File: src/rtl/sprite_line_engine_if.sv
// sprite_line_engine_if: OAM read port and VRAM pattern-fetch req/ack port of the sprite engine
interface sprite_line_engine_if #(parameter int IDX_W = 6);
  logic [IDX_W-1:0] oam_rd_idx;
  logic [31:0]      oam_rd_data;
  logic             vram_req;
  logic [11:0]      vram_addr;
  logic             vram_bank;
  logic             vram_ack;
  logic [7:0]       vram_data;
  modport master(output oam_rd_idx, vram_req, vram_addr, vram_bank, input oam_rd_data, vram_ack, vram_data);
  modport slave(input oam_rd_idx, vram_req, vram_addr, vram_bank, output oam_rd_data, vram_ack, vram_data);
endinterface

File: src/rtl/sprite_line_engine.sv
// sprite_line_engine: per-scanline OAM scan, pattern fetch and DMG/GBC sprite pixel priority
module sprite_line_engine #(
  parameter int OAM_ENTRIES = 40,
  parameter int SLOTS       = 10,
  parameter int IDX_W       = 6
) (
  input  logic       clk,
  input  logic       reset_n,
  input  logic       size16,
  input  logic       isGBC,
  input  logic       line_start,
  input  logic [7:0] v_cnt,
  input  logic [7:0] h_cnt,
  sprite_line_engine_if.master bus,
  output logic [3:0] sprite_count,
  output logic       ready,
  output logic       pixel_active,
  output logic       pixel_prio,
  output logic       pixel_cmap,
  output logic [1:0] pixel_data,
  output logic [2:0] pixel_cmap_gbc
);
  typedef enum logic [2:0] {IDLE, SCAN, FETCH_LO, FETCH_HI, READY} state_t;
  state_t r_state, w_next;
  logic [7:0]       r_line_y;
  logic [IDX_W-1:0] r_idx;
  logic             r_eval_v, r_eval_last;
  logic [3:0]       r_count, r_k;
  logic [7:0]       r_x [SLOTS];
  logic [7:0]       r_tile [SLOTS];
  logic [6:0]       r_attr [SLOTS];
  logic [3:0]       r_row [SLOTS];
  logic [7:0]       r_p0 [SLOTS];
  logic [7:0]       r_p1 [SLOTS];
  logic [7:0]  w_flags, w_tile, w_x, w_y, w_ktile, w_wx;
  logic [8:0]  w_ly16;
  logic [3:0]  w_dy, w_row, w_krow, w_count_nx;
  logic [10:0] w_trow;
  logic [1:0]  w_wpix;
  logic [2:0]  w_wgbc;
  logic        w_vis, w_store, w_scan_done, w_fetch, w_kbank, w_found, w_wprio, w_wcmap, w_show;
  assign {w_flags, w_tile, w_x, w_y} = bus.oam_rd_data;
  assign w_ly16      = {1'b0, r_line_y} + 9'd16;
  assign w_vis       = w_ly16 >= {1'b0, w_y} && w_ly16 < {1'b0, w_y} + (size16 ? 9'd16 : 9'd8);
  assign w_dy        = r_line_y[3:0] - w_y[3:0];
  assign w_row       = w_flags[6] ? ~w_dy : w_dy;
  assign w_store     = r_state == SCAN && r_eval_v && w_vis && r_count < 4'(SLOTS);
  assign w_scan_done = r_state == SCAN && r_eval_v && (r_eval_last || (w_store && r_count == 4'(SLOTS - 1)));
  assign w_count_nx  = r_count + {3'b0, w_store};
  assign w_trow      = size16 ? {w_ktile[7:1], w_krow} : {w_ktile, w_krow[2:0]};
  assign bus.oam_rd_idx = r_idx;
  assign sprite_count   = r_count;
  always_comb begin
    w_ktile = '0;
    w_krow  = '0;
    w_kbank = 1'b0;
    for (int s = 0; s < SLOTS; s++)
      if (r_k == 4'(s)) begin
        w_ktile = r_tile[s];
        w_krow  = r_row[s];
        w_kbank = r_attr[s][3];
      end
  end
  always_ff @(posedge clk or negedge reset_n)
    if (!reset_n) r_state <= IDLE;
    else r_state <= w_next;
  always_comb begin
    w_next = r_state;
    if (line_start) w_next = SCAN;
    else
      case (r_state)
        SCAN:     if (w_scan_done) w_next = w_count_nx != 4'd0 ? FETCH_LO : READY;
        FETCH_LO: if (bus.vram_ack) w_next = FETCH_HI;
        FETCH_HI: if (bus.vram_ack) w_next = r_k == r_count - 4'd1 ? READY : FETCH_LO;
        default:  w_next = r_state;
      endcase
  end
  always_comb begin
    w_fetch       = r_state == FETCH_LO || r_state == FETCH_HI;
    bus.vram_req  = w_fetch;
    bus.vram_addr = w_fetch ? {w_trow, r_state == FETCH_HI} : 12'h0;
    bus.vram_bank = w_fetch & isGBC & w_kbank;
    ready         = r_state == READY;
  end
  // the OAM entry evaluated in a cycle is the one requested in the previous cycle
  always_ff @(posedge clk or negedge reset_n)
    if (!reset_n) begin
      r_line_y    <= '0;
      r_idx       <= '0;
      r_eval_v    <= 1'b0;
      r_eval_last <= 1'b0;
      r_count     <= '0;
      r_k         <= '0;
      for (int s = 0; s < SLOTS; s++) begin
        r_x[s]    <= '0;
        r_tile[s] <= '0;
        r_attr[s] <= '0;
        r_row[s]  <= '0;
        r_p0[s]   <= '0;
        r_p1[s]   <= '0;
      end
    end else if (line_start) begin
      r_line_y    <= v_cnt;
      r_idx       <= '0;
      r_eval_v    <= 1'b0;
      r_eval_last <= 1'b0;
      r_count     <= '0;
      r_k         <= '0;
    end else begin
      if (r_state == SCAN) begin
        r_idx       <= r_idx + IDX_W'(1);
        r_eval_v    <= 1'b1;
        r_eval_last <= r_idx == IDX_W'(OAM_ENTRIES - 1);
        r_count     <= w_count_nx;
      end
      if (r_state == FETCH_HI && bus.vram_ack) r_k <= r_k + 4'd1;
      for (int s = 0; s < SLOTS; s++) begin
        if (w_store && r_count == 4'(s)) begin
          r_x[s]    <= w_x;
          r_tile[s] <= w_tile;
          r_attr[s] <= {w_flags[7], w_flags[5:0]};
          r_row[s]  <= w_row;
        end
        if (bus.vram_ack && r_k == 4'(s) && r_state == FETCH_LO) r_p0[s] <= bus.vram_data;
        if (bus.vram_ack && r_k == 4'(s) && r_state == FETCH_HI) r_p1[s] <= bus.vram_data;
      end
    end
  // ascending slot walk: first candidate wins for GBC, strictly smaller x overrides for DMG
  always_comb begin : pick
    logic [2:0] d, col;
    logic [1:0] pix;
    d       = '0;
    col     = '0;
    pix     = '0;
    w_found = 1'b0;
    w_wx    = 8'hFF;
    w_wpix  = '0;
    w_wprio = 1'b0;
    w_wcmap = 1'b0;
    w_wgbc  = '0;
    for (int s = 0; s < SLOTS; s++) begin
      d   = h_cnt[2:0] - r_x[s][2:0];
      col = r_attr[s][5] ? d : ~d;
      pix = {r_p1[s][col], r_p0[s][col]};
      if (r_count > 4'(s) && {1'b0, h_cnt} + 9'd8 >= {1'b0, r_x[s]} && h_cnt < r_x[s] && pix != 2'b0 &&
          (!w_found || (!isGBC && r_x[s] < w_wx))) begin
        w_found = 1'b1;
        w_wx    = r_x[s];
        w_wpix  = pix;
        w_wprio = r_attr[s][6];
        w_wcmap = r_attr[s][4];
        w_wgbc  = r_attr[s][2:0];
      end
    end
  end
  assign w_show = r_state == READY && w_found;
  always_ff @(posedge clk or negedge reset_n)
    if (!reset_n) begin
      pixel_active   <= 1'b0;
      pixel_data     <= '0;
      pixel_prio     <= 1'b0;
      pixel_cmap     <= 1'b0;
      pixel_cmap_gbc <= '0;
    end else begin
      pixel_active   <= w_show;
      pixel_data     <= w_show ? w_wpix : 2'b0;
      pixel_prio     <= w_show & w_wprio;
      pixel_cmap     <= w_show & w_wcmap;
      pixel_cmap_gbc <= w_show ? w_wgbc : 3'b0;
    end
endmodule

File: src/flat_wrapper.sv
// flat-port wrapper written by rule: the top's interface ports become plain ports
module sprite_line_engine_flat 
#(
  parameter int OAM_ENTRIES = 40,
  parameter int SLOTS       = 10,
  parameter int IDX_W       = 6
)
  (clk, reset_n, size16, isGBC, line_start, v_cnt, h_cnt, sprite_count, ready, pixel_active, pixel_prio, pixel_cmap, pixel_data, pixel_cmap_gbc, bus_oam_rd_idx, bus_vram_req, bus_vram_addr, bus_vram_bank, bus_oam_rd_data, bus_vram_ack, bus_vram_data);
  sprite_line_engine_if #(.IDX_W(IDX_W)) bus_i ();
  input  logic clk;
  input  logic reset_n;
  input  logic size16;
  input  logic isGBC;
  input  logic line_start;
  input  logic [7:0] v_cnt;
  input  logic [7:0] h_cnt;
  output logic [3:0] sprite_count;
  output logic ready;
  output logic pixel_active;
  output logic pixel_prio;
  output logic pixel_cmap;
  output logic [1:0] pixel_data;
  output logic [2:0] pixel_cmap_gbc;
  output wire logic [$bits(bus_i.oam_rd_idx)-1:0] bus_oam_rd_idx;
  output wire logic [$bits(bus_i.vram_req)-1:0] bus_vram_req;
  output wire logic [$bits(bus_i.vram_addr)-1:0] bus_vram_addr;
  output wire logic [$bits(bus_i.vram_bank)-1:0] bus_vram_bank;
  input wire logic [$bits(bus_i.oam_rd_data)-1:0] bus_oam_rd_data;
  input wire logic [$bits(bus_i.vram_ack)-1:0] bus_vram_ack;
  input wire logic [$bits(bus_i.vram_data)-1:0] bus_vram_data;
  assign bus_oam_rd_idx = bus_i.oam_rd_idx;
  assign bus_vram_req = bus_i.vram_req;
  assign bus_vram_addr = bus_i.vram_addr;
  assign bus_vram_bank = bus_i.vram_bank;
  assign bus_i.oam_rd_data = bus_oam_rd_data;
  assign bus_i.vram_ack = bus_vram_ack;
  assign bus_i.vram_data = bus_vram_data;
  sprite_line_engine #(.OAM_ENTRIES(OAM_ENTRIES), .SLOTS(SLOTS), .IDX_W(IDX_W)) u_core (.clk(clk), .reset_n(reset_n), .size16(size16), .isGBC(isGBC), .line_start(line_start), .v_cnt(v_cnt), .h_cnt(h_cnt), .bus(bus_i), .sprite_count(sprite_count), .ready(ready), .pixel_active(pixel_active), .pixel_prio(pixel_prio), .pixel_cmap(pixel_cmap), .pixel_data(pixel_data), .pixel_cmap_gbc(pixel_cmap_gbc));
endmodule
File: config.mk
export PLATFORM = sky130hd
export DESIGN_NAME = sprite_line_engine_flat
export DESIGN_NICKNAME = d
export VERILOG_FILES = /design/src/rtl/sprite_line_engine_if.sv /design/src/rtl/sprite_line_engine.sv /design/src/flat_wrapper.sv
export SDC_FILE = /design/constraint.sdc
export NUM_CORES = 1
export LEC_CHECK = 0
export ABC_AREA = 0
export CELL_PAD_IN_SITES_DETAIL_PLACEMENT = 1
export CELL_PAD_IN_SITES_GLOBAL_PLACEMENT = 2
export CORE_ASPECT_RATIO = 0.8
export CORE_UTILIZATION = 46
export CTS_CLUSTER_DIAMETER = 30
export DETAILED_ROUTE_END_ITERATION = 16
export GPL_TIMING_DRIVEN = 0
export MAX_ROUTING_LAYER = met4
export PLACE_DENSITY = 0.95
export SLEW_MARGIN = 40
export SYNTH_ARGS = -nofsm -noshare
export SYNTH_HDL_FRONTEND = slang
export SYNTH_SLANG_ARGS = --single-unit
File: constraint.sdc
create_clock -name clk -period 36.9 [get_ports clk]
set_clock_uncertainty 0.2 [all_clocks]
set_input_delay 7.38 -clock clk [delete_from_list [all_inputs] [get_ports clk]]
set_output_delay 7.38 -clock clk [all_outputs]
set_load 0.01 [all_outputs]
==> results <==
- The buffering stage count on the worst path with inverters included is 22.
- Compared with the post-synthesis result, the final layout area differs by 19.86%.
- The total internal power is approximately 1200 uW.
- The type of the worst setup path is primary input to flop.
- Of the total power, the share spent switching nets is 0.2677.
- For this design the total switching power over the nets is approximately 450 uW.
- The first detailed-routing pass took 6 iterations.
- The total die area is between 0.06 and 0.07 mm^2.
- Dividing total power by cell area gives a power density of roughly 49 mW/mm^2.
- Setup repair after global routing left no endpoint under its margin.
- The net count reported at finish is ~3k.
- The initial antenna violation count is 2.
- The share of total power dissipated in combinational logic is 0.088.
- The library cell appearing most often on the critical path is sky130_fd_sc_hd__o21ai_0.
- The synthesized net count is 2,840.
- The clock sink count is 465.
- The worst-path cell with the longest stage delay is sky130_fd_sc_hd__clkdlybuf4s50_1.
- Counting every instance in the synthesized netlist gives 2,558.
- The synthesized netlist occupies a cell area of 0.02813 mm^2.
- On the worst path, the slowest cell contributes a delay of ~0.90 ns.
- The post-CTS setup repair buffer count is 0.
- The total routing resource utilization after global routing is 0.3555.
- Of the total power, the clock network draws 0.595.
- The count of flip-flops with a built-in enable after synthesis is 0.
- Counting flops and latches in the post-synthesis netlist gives about 470.
- The maximum clock rate is 28.43 MHz.
- The H-tree was split into 3 levels.
- The netlist uses ~90 different library cells.
- The area inside the core boundary is between 0.06 and 0.07 mm^2.
- The largest fanout on the critical path is 13.
- The CTS tree is done.
- The count of final hold-check violations is 0.
- For the final routed database, the setup TNS stands at 0 ns.
- The routed design could run at a clock period as short as ~35 ns.
- The clock-pin slew on the worst setup and hold paths is approximately 0.050 ns.
- The antenna cell count is 0.
- The worst path meets setup with 1.721 ns of slack.
- The leakage component of the power is between 0.015 and 0.02 uW.
- The number of global-route vias before repair came to 25.26k.
- The worst-case IR drop observed on VDD is between 0.03 and 0.04 mV.
- The library cell used as clock root buffer is sky130_fd_sc_hd__clkbuf_16.
- The number of routed nets with antenna violations is 0.
- In this run the core area contains 80 standard-cell rows.
- Measured along the y axis, the die boundary spans about 220 um.
- The sort of element at the end of the critical path is a flop.
- OpenSTA, run right after detailed placement, puts the worst setup slack at roughly 0.8 ns.
- The number of input and output port buffers inserted is 61.
- In this run the worst hold path is classified as flop to flop.
- The area taken by multi-input logic gates is around 0.015 mm^2.
- In this design, the largest share of critical-path delay is due to compound AO/OA/AOI/OAI gates.
- At the end of routability-driven placement, the weighted congestion stood at around 0.97.
- The count of pins on the block boundary is 95.
- The startpoint class of the critical path is a primary input.
- Entering global routing, the biggest net connects between 80 and 90 pins.
- The remaining routing DRC violations is 0.
- After detailed routing, the average wire length per cell comes to 29.70 um.
- Of the available clock period, the critical path in the final layout requires 0.9534.
- The later-pin clock latency in the skew report is about 0.69 ns.
- After detailed routing, the number of vias per cell comes to 6.465.
- The TritonCTS buffer count is between 100 and 150.
- Max-cap violations in this run came to 0.
- The Yosys step of the flow raised 0 warnings.
- The count of final max-slew check failures is 0.
- The slew at the pin closest to its max-slew limit is ~0.89 ns.
- The flow ran to the end, and the final reports show no timing, DRC or antenna violations.
- The mean area per synthesized cell is about 11 um^2.
- The initial utilization of the core area, before any placement, comes to 0.4684.
- The leftover overflow at the end of global routing is 0.
- For this run, the register share of the synthesized area comes to 0.4137.
- The number of fill cells in the layout is between 6k and 7k.
- The floorplan step set the die width to between 200 and 300 um.
- In the synthesized netlist the dominant register cell turns out to be sky130_fd_sc_hd__dfrtp_1.
- Data on the critical path arrives at its endpoint at 35.49 ns.
- For this block, the initial DRC count from the detailed router was ~2.2k.
- The buffer depth of the longest clock path is 3.
- Wires add up to 106.7 mm.
- STA puts the critical path data required time at 37.21 ns.
- For this run, asynchronously set or reset flops after synthesis account for 1.000.
- Setup violations remaining at the end of the flow were counted as 0.
- Registers take 0.01164 mm^2.
- The register share of total power is 0.317.
- In the final layout, the share of cells above drive strength 1 is 0.2560.
- The total via count after detailed routing is about 23k.
- The worst-case headroom to the max-slew limit is 0.3997.
- The global-route wire length before repair is ~160 mm.
- Once layout is complete, the utilization of the core stands at 0.5614.
- Once detailed placement completed, the half-perimeter wirelength came to ~69 mm.
==> per-stage QoR <==
step	total power, uW	area, um^2	instances	hold WS [ns]
floorplan	615.1	28130	2558	0.2447
global placement	661.6	29710	3398	0.2568
detailed placement	671.6	29950	3404	0.2655
CTS	1663	33650	3592	0.2804
global route	1700	33710	3592	0.3137
finish	1665	33710	3592	0.2826
==> cell usage in the layout, fill, tap and decap left out, types with 30 or more instances in the layout <==
cell,synthesis,routed
sky130_fd_sc_hd__a211oi_1,42,41
sky130_fd_sc_hd__a21oi_1,97,97
sky130_fd_sc_hd__clkbuf_1,96,88
sky130_fd_sc_hd__clkbuf_16,0,102
sky130_fd_sc_hd__clkdlybuf4s50_1,0,58
sky130_fd_sc_hd__dfrtp_1,465,465
sky130_fd_sc_hd__ha_1,208,208
sky130_fd_sc_hd__inv_1,147,147
sky130_fd_sc_hd__mux2_2,407,407
sky130_fd_sc_hd__mux2i_1,44,44
sky130_fd_sc_hd__mux4_2,37,37
sky130_fd_sc_hd__nand2_1,158,158
sky130_fd_sc_hd__nand2b_1,37,37
sky130_fd_sc_hd__nand3_1,32,32
sky130_fd_sc_hd__nor2_1,121,117
sky130_fd_sc_hd__o21ai_0,168,168
sky130_fd_sc_hd__xnor2_1,38,35
sky130_fd_sc_hd__xor2_1,33,30
==> state kept, by name (all words and copies together), names as in the netlist <==
name	count
u_core.r_row	40
u_core.r_k	4
u_core.r_p0	80
u_core.r_tile	80
u_core.r_x	80
u_core.bus.oam_rd_idx	6
u_core.r_state	3
u_core.pixel_prio	1
u_core.pixel_active	1
u_core.pixel_data	2
u_core.r_p1	80
u_core.pixel_cmap	1
u_core.sprite_count	4
u_core.r_attr	70
u_core.r_eval_v	1
u_core.r_line_y	8
u_core.r_eval_last	1
u_core.pixel_cmap_gbc	3
==> layer usage <==
| metal | global-route usage | up-vias | share of wire |
|---|---|---|---|
| li1 | - | 9632 | - |
| met1 | 0.4462 | 12120 | 0.41 |
| met2 | 0.5466 | 1112 | 0.46 |
| met3 | 0.07488 | 360 | 0.073 |
| met4 | 0.1758 | 0 | 0.051 |
| met5 | - | - | 0 |
==> path summary, 6_finish.rpt <==
| path | start | endpoint | slack, ns | cells past startpoint |
|---|---|---|---|---|
| setup reg to reg | u_core.r_x[72] | u_core.pixel_data[1] | 8.89 | 106 |
| min in group asynchronous | reset_n | u_core.r_x[68] | 6.41 | 1 |
| setup / recovery | h_cnt[3] | u_core.pixel_data[1] | 1.72 | 105 |
| hold / removal | u_core.r_row[28] | u_core.r_row[28] | 0.28 | 2 |
| hold reg to reg | u_core.r_row[28] | u_core.r_row[28] | 0.28 | 2 |
| max in group asynchronous | reset_n | u_core.r_p1[18] | 28.92 | 3 |
==> cells by family after synthesis <==
family | Yosys count | share of synthesized area
buffers and inverters | 298 | 0.04088
multiplexers | 498 | 0.2132
AND/OR/NAND/NOR | 470 | 0.07985
AO/OA/AOI/OAI | 527 | 0.1254
XOR/XNOR | 74 | 0.02384
flip-flops | 465 | 0.4137
adder cells (fa/ha/maj) | 226 | 0.1032
==> final cells by class <==
class | count | share of cell area
Sequential cell | 465 | 0.3451
Clock inverter | 67 | 0.02791
Tap cell | 779 | 0.02891
Timing Repair Buffer | 67 | 0.02308
Multi-Input combinational cell | 1795 | 0.4579
Inverter | 148 | 0.01648
Buffer | 150 | 0.01863
Clock buffer | 121 | 0.08198
==> worst register-to-register path: cells and delay by family, from the launching register on <==
kind / cells / cell delay (ns)
multiplexers: 2 / 0.61
AO/OA/AOI/OAI: 45 / 11.53
flip-flops: 1 / 0.43
adder cells (fa/ha/maj): 11 / 3.36
AND/OR/NAND/NOR: 24 / 4.53
buffers and inverters: 24 / 7.21
==> Yosys cell counts, types with 14 or more instances <==
library cell | number | area (um^2)
sky130_fd_sc_hd__buf_1 | 41 | 153.9
sky130_fd_sc_hd__a211oi_1 | 42 | 315.3
sky130_fd_sc_hd__dfrtp_1 | 465 | 11640
sky130_fd_sc_hd__xnor2_1 | 38 | 332.8
sky130_fd_sc_hd__nand3_1 | 32 | 160.2
sky130_fd_sc_hd__a21oi_1 | 97 | 485.5
sky130_fd_sc_hd__a22oi_1 | 21 | 157.7
sky130_fd_sc_hd__nor2b_1 | 29 | 181.4
sky130_fd_sc_hd__a221o_1 | 14 | 140.1
sky130_fd_sc_hd__mux2_2 | 407 | 4583
sky130_fd_sc_hd__o211ai_1 | 29 | 217.7
sky130_fd_sc_hd__nand2_1 | 158 | 593.1
sky130_fd_sc_hd__mux4_2 | 37 | 833.3
sky130_fd_sc_hd__ha_1 | 208 | 2603
sky130_fd_sc_hd__o21ai_0 | 168 | 840.8
sky130_fd_sc_hd__nor2_1 | 121 | 454.2
sky130_fd_sc_hd__clkbuf_1 | 96 | 360.4
sky130_fd_sc_hd__xor2_1 | 33 | 289.0
sky130_fd_sc_hd__inv_1 | 147 | 551.8
sky130_fd_sc_hd__nand4_1 | 14 | 87.58
sky130_fd_sc_hd__a221oi_1 | 20 | 175.2
sky130_fd_sc_hd__mux2i_1 | 44 | 440.4
sky130_fd_sc_hd__nor3_1 | 17 | 85.08
sky130_fd_sc_hd__a21o_1 | 27 | 202.7
sky130_fd_sc_hd__nand2b_1 | 37 | 231.5
==> repair_timing <==
item	CTS	global route
resized for setup	0	8
hold buffers	0	0
endpoints found under the hold margin	0	0
setup endpoints to repair	0	7
==> power groups by stage <==
| stage | clock (uW) | combinational (uW) | sequential, uW |
|---|---|---|---|
| after floorplan | 0 | 82.7 | 532 |
| after global placement | 0 | 127 | 535 |
| after detailed placement | 0 | 137 | 535 |
| after CTS | 993 | 144 | 527 |
| after global routing | 1010 | 158 | 528 |
| final | 991 | 147 | 528 |
Note: power is estimated with default switching activity, not from simulation.
